==> src/rtl/voting_tally_ctrl.sv <==
// Sequential ballot controller: takes one vote per cycle, then scans the tallies and publishes the winner.
// Optional macro VOTING_TALLY_TIE_EN enables the tie output; when it is undefined, tie is held at 0.
module voting_tally_ctrl #(
  parameter int N = 2,
  parameter int M = 2
) (
  input  logic         clk,
  input  logic         rst_n,
  input  logic         start,
  input  logic         close,
  input  logic         vote_valid,
  input  logic [N-1:0] vote,
  output logic         vote_ready,
  output logic         busy,
  output logic         done,
  output logic [N-1:0] winner,
  output logic [M:0]   winner_count,
  output logic         tie
);

  localparam int unsigned NCAND     = 1 << N;
  localparam int unsigned MAX_INT   = 1 << M;
  localparam int unsigned LAST_V    = MAX_INT - 1;
  localparam int unsigned LAST_I    = NCAND - 1;
  localparam int unsigned ONE_INT   = 1;
  localparam logic [M:0]   MAX_VOTES = MAX_INT[M:0];
  localparam logic [M:0]   LAST_VOTE = LAST_V[M:0];
  localparam logic [M:0]   CNT_ONE   = ONE_INT[M:0];
  localparam logic [N-1:0] LAST_IDX  = LAST_I[N-1:0];
  localparam logic [N-1:0] IDX_ONE   = ONE_INT[N-1:0];

  typedef enum logic [1:0] {
    S_IDLE,
    S_COLLECT,
    S_SCAN,
    S_DONE
  } state_e;

  state_e       state_q, state_d;
  logic [M:0]   tally_q [NCAND];
  logic [M:0]   tally_d [NCAND];
  logic [M:0]   total_q, total_d;
  logic [N-1:0] scan_idx_q, scan_idx_d;
  logic [N-1:0] best_idx_q, best_idx_d;
  logic [M:0]   best_cnt_q, best_cnt_d;
  logic [N-1:0] winner_q, winner_d;
  logic [M:0]   winner_count_q, winner_count_d;
  logic [M:0]   cur_cnt;
  logic         accept;
`ifdef VOTING_TALLY_TIE_EN
  logic         tie_scan_q, tie_scan_d;
  logic         tie_q, tie_d;
`endif

  // Every output is a decode of registered state only, so no input reaches an output combinationally.
  assign vote_ready   = (state_q == S_COLLECT) && (total_q < MAX_VOTES);
  assign busy         = (state_q != S_IDLE);
  assign done         = (state_q == S_DONE);
  assign winner       = winner_q;
  assign winner_count = winner_count_q;
`ifdef VOTING_TALLY_TIE_EN
  assign tie          = tie_q;
`else
  assign tie          = 1'b0;
`endif

  always_comb begin
    // NOTE: every variable written here gets a default first; a path that skips an assignment would infer a latch.
    state_d        = state_q;
    tally_d        = tally_q;
    total_d        = total_q;
    scan_idx_d     = scan_idx_q;
    best_idx_d     = best_idx_q;
    best_cnt_d     = best_cnt_q;
    winner_d       = winner_q;
    winner_count_d = winner_count_q;
`ifdef VOTING_TALLY_TIE_EN
    tie_scan_d     = tie_scan_q;
    tie_d          = tie_q;
`endif
    accept         = 1'b0;
    cur_cnt        = tally_q[scan_idx_q];

    unique case (state_q)
      S_IDLE: begin
        if (start) begin
          state_d    = S_COLLECT;
          total_d    = '0;
          scan_idx_d = '0;
          best_idx_d = '0;
          best_cnt_d = '0;
          for (int i = 0; i < NCAND; i++) tally_d[i] = '0;
`ifdef VOTING_TALLY_TIE_EN
          tie_scan_d = 1'b0;
`endif
        end
      end

      S_COLLECT: begin
        accept = vote_valid && vote_ready;
        if (accept) begin
          tally_d[vote] = tally_q[vote] + CNT_ONE;
          total_d       = total_q + CNT_ONE;
        end
        // A vote arriving together with close is still counted before the ballot shuts.
        if (close || (accept && (total_q == LAST_VOTE))) begin
          state_d    = S_SCAN;
          scan_idx_d = '0;
        end
      end

      S_SCAN: begin
        if (scan_idx_q == '0) begin
          best_idx_d = '0;
          best_cnt_d = cur_cnt;
`ifdef VOTING_TALLY_TIE_EN
          tie_scan_d = 1'b0;
`endif
        end else if (cur_cnt > best_cnt_q) begin
          best_idx_d = scan_idx_q;
          best_cnt_d = cur_cnt;
`ifdef VOTING_TALLY_TIE_EN
          tie_scan_d = 1'b0;
`endif
        end else if (cur_cnt == best_cnt_q) begin
`ifdef VOTING_TALLY_TIE_EN
          tie_scan_d = 1'b1;
`endif
        end
        scan_idx_d = scan_idx_q + IDX_ONE;
        // Results are loaded on the way into DONE so they are already valid while done is high.
        if (scan_idx_q == LAST_IDX) begin
          state_d        = S_DONE;
          winner_d       = best_idx_d;
          winner_count_d = best_cnt_d;
`ifdef VOTING_TALLY_TIE_EN
          tie_d          = tie_scan_d;
`endif
        end
      end

      S_DONE: begin
        state_d = S_IDLE;
      end

      default: begin
        state_d = S_IDLE;
      end
    endcase
  end

  always_ff @(posedge clk or negedge rst_n) begin
    if (!rst_n) begin
      // NOTE: the tally array is a small register file, not RAM, so it is cleared by reset like any other state.
      state_q        <= S_IDLE;
      total_q        <= '0;
      scan_idx_q     <= '0;
      best_idx_q     <= '0;
      best_cnt_q     <= '0;
      winner_q       <= '0;
      winner_count_q <= '0;
      for (int i = 0; i < NCAND; i++) tally_q[i] <= '0;
`ifdef VOTING_TALLY_TIE_EN
      tie_scan_q     <= 1'b0;
      tie_q          <= 1'b0;
`endif
    end else begin
      // NOTE: state registers use non-blocking assignments so every flop samples pre-edge values.
      state_q        <= state_d;
      tally_q        <= tally_d;
      total_q        <= total_d;
      scan_idx_q     <= scan_idx_d;
      best_idx_q     <= best_idx_d;
      best_cnt_q     <= best_cnt_d;
      winner_q       <= winner_d;
      winner_count_q <= winner_count_d;
`ifdef VOTING_TALLY_TIE_EN
      tie_scan_q     <= tie_scan_d;
      tie_q          <= tie_d;
`endif
    end
  end

endmodule

==> config.mk <==
export PLATFORM = sky130hd
export DESIGN_NAME = voting_tally_ctrl
export DESIGN_NICKNAME = d
export VERILOG_FILES = /design/src/rtl/voting_tally_ctrl.sv
export SDC_FILE = /design/constraint.sdc
export NUM_CORES = 1
export LEC_CHECK = 0
export ABC_AREA = 0
export BUFFER_PORTS_ARGS = -buffer_cell sky130_fd_sc_hd__buf_2
export CELL_PAD_IN_SITES_DETAIL_PLACEMENT = 1
export CELL_PAD_IN_SITES_GLOBAL_PLACEMENT = 1
export CORE_UTILIZATION = 50
export CTS_CLUSTER_SIZE = 20
export DETAILED_ROUTE_END_ITERATION = 6
export GPL_ROUTABILITY_DRIVEN = 0
export GPL_TIMING_DRIVEN = 0
export PLACE_DENSITY = 0.84
export SYNTH_ARGS = -nofsm -noshare
export SYNTH_HDL_FRONTEND = slang
export SYNTH_SLANG_ARGS = --single-unit
==> constraint.sdc <==
create_clock -name clk -period 5.8 [get_ports clk]
set_input_delay 0.58 -clock clk [delete_from_list [all_inputs] [get_ports clk]]
set_output_delay 0.58 -clock clk [all_outputs]
set_load 0.005 [all_outputs]
==> results.ini <==
[sta]
worstMarginPinSlew_ns=0.6803
finalHoldViolations=0
fin_crit_ns=2.847
tns_ns=0
max_freq_mhz=351.2
hold_ws_ns=0.3370
fin_crit_sh=0.4909
fin_skew_ns=0.002656
rsz0062_at_grt=false
final_max_slew_viol_count=0
setup_ws_ns=2.953
finalSetupViolations=0
slew_headroom=0.5464

[detailed_routing]
drt-total-wl_um=4636
drc=0
vias_per_cell=6.085
drtAntennaViolNets=0
drt_iter0_drc=86
vias=1570
drtPass1Iterations=4
wl_per_cell_um=17.97

[hold_path]
min_path_type=input pin to asynchronous set/reset pin

[floorplan]
core_area_mm2=0.003468
dieWidth_um=63.31
start_util=0.5418
dieArea_mm2=0.004008
io_pins=16
die_h_um=63.31
rows=21

[finish]
area_growth_syn_to_layout_pct=11.12
nets=231
insertedDiodeCount=0
fillers=414
drive_gt1_frac=0.1698
final_cell_mix=dfrtp_1 (29), nand2_1 (24), buf_2 (18)
final_common_cell=dfrtp_1

[worst_setup_path]
crit_fanout=10
cp-end-kind=flip-flop
worstPathArrival_ns=3.06
path_cells=mux4_1, ha_1, a21oi_1, nand2_1, buf_2, a2111oi_0, a221o_1
slowest_delay_ns=0.64
crit_family=compound AO/OA/AOI/OAI gates
path_buf_inv=1
crit_slowest_cell=mux4_1
cp_data_required_time_ns=6.02
cp-start-kind=flip-flop
path_class=flip-flop to flip-flop

[clocking]
numCtsBuffers=5
htree_levels=2
cts.path.max_buffers=2
cts_resized=0
cts_tree=done
clk_pin_slew_ns=0.06
hold_buffers=0
cts_root_buf=clkbuf_8
clock_latency_ns=0.28
cts_num_sinks=29
postCtsSetupRepairBufs=0

[synthesis]
synth_area_mm2=0.001879
synth.distinct_cells=44
avgSynthCellArea_um2=9.788
ys.warnings.count=0
async_flop_share=1.000
synth-seq-area-share=0.3862
syn_inst=192
synth-seq-cells=29
syn_nets=211
synth_edf_count=0
synthFlopType=dfrtp_1

[power]
power.leakage_nw=0.9152
p_per_area_mw_per_mm2=384.6
vdd_drop_max_v=0.0003296
power_mw=0.8031

[grt]
grt_use_total=0.2719
antenna_found_initial=0
grt_max_degree=30
grt_overflow=0
grt_pass1_wl_um=8349
grt_pass1_vias=1715

[placement]
place_hpwl_um=3352
dp_slack_ns=3.025
port_buffers=13

[status]
outcome=completed

[flow_run]
cap_viol_max_count=0

## logic make-up (layout without fill, tap and decap cells)
family / Yosys count / after routing / synth area share
AO/OA/AOI/OAI: 49 / 49 / 0.2024
adder cells (fa/ha/maj): 12 / 12 / 0.07989
buffers and inverters: 26 / 46 / 0.05725
flip-flops: 29 / 29 / 0.3862
multiplexers: 9 / 9 / 0.08389
other: 1 / 1 / 0.001995
AND/OR/NAND/NOR: 66 / 66 / 0.1884
## routing by layer
metal  vias up  track usage  part of all wire  wire [µm]
met5         -            0                 0          0
met4         0      0.09091             0.020         93
met3         9      0.06159             0.024        113
met2        22       0.4516              0.48       2245
met1       789       0.3485              0.47       2183
li1        750            -                 -          -
## cells in the mapped netlist, types with 4 or more instances
| library cell | instances | area (µm²) |
|---|---|---|
| nand2_1 | 24 | 90.09 |
| o311ai_0 | 6 | 52.55 |
| nor2_1 | 4 | 15.01 |
| dfrtp_1 | 29 | 725.7 |
| nand2b_1 | 7 | 43.79 |
| o31ai_1 | 5 | 37.54 |
| nand3_1 | 9 | 45.04 |
| buf_2 | 5 | 25.02 |
| a2111oi_0 | 6 | 52.55 |
| a211o_1 | 4 | 35.03 |
| mux4_2 | 4 | 90.09 |
| inv_1 | 14 | 52.55 |
| clkbuf_1 | 4 | 15.01 |
| ha_1 | 12 | 150.1 |
| o21ai_0 | 9 | 45.04 |
## registers in the layout (all words and copies together) (netlist names)
name	flops
scan_idx_q	2
tally_q	12
state_q	2
total_q	3
best_cnt_q	3
winner	2
best_idx_q	2
winner_count	3
## per-stage QoR
stage,util,std cells,area (µm²)
finish,0.6021,258,2088
global route,0.6021,258,2088
CTS,0.6021,258,2088
detailed placement,0.5772,251,2002
global placement,0.5772,251,2002
floorplan,-,192,1879
## power breakdown
group | total [mW] | switching (mW) | internal, mW
clock network | 0.169 | 0.0747 | 0.0939
registers | 0.269 | 0.0343 | 0.235
logic | 0.366 | 0.234 | 0.131
total | 0.803 | 0.343 | 0.460
## worst paths after layout
kind | from | endpoint | slack, ns | cells past startpoint
setup / recovery | scan_idx_q[0]$_DFFE_PN0P_ | winner[1]$_DFFE_PN0P_ | 2.95 | 7
hold / removal | rst_n | winner_count[2]$_DFFE_PN0P_ | 0.34 | 1
setup reg to reg | scan_idx_q[0]$_DFFE_PN0P_ | winner[1]$_DFFE_PN0P_ | 2.95 | 7
hold reg to reg | tally_q[11]$_DFFE_PN0P_ | tally_q[11]$_DFFE_PN0P_ | 0.48 | 1
max in group asynchronous | rst_n | tally_q[7]$_DFFE_PN0P_ | 5.03 | 1
min in group clk | tally_q[11]$_DFFE_PN0P_ | tally_q[11]$_DFFE_PN0P_ | 0.48 | 1
## final cells by class
cell class              count  area, µm²  share of cell area
repair buffers             13      65.06             0.03116
inverters                  15      56.30             0.02696
multi-input cells         137       1046              0.5009
clock buffers               7      86.33             0.04134
well taps                  46      57.56             0.02756
flip-flops and latches     29      725.7              0.3475
plain buffers              11      51.30             0.02457
Power figures use the tool's default switching activity.
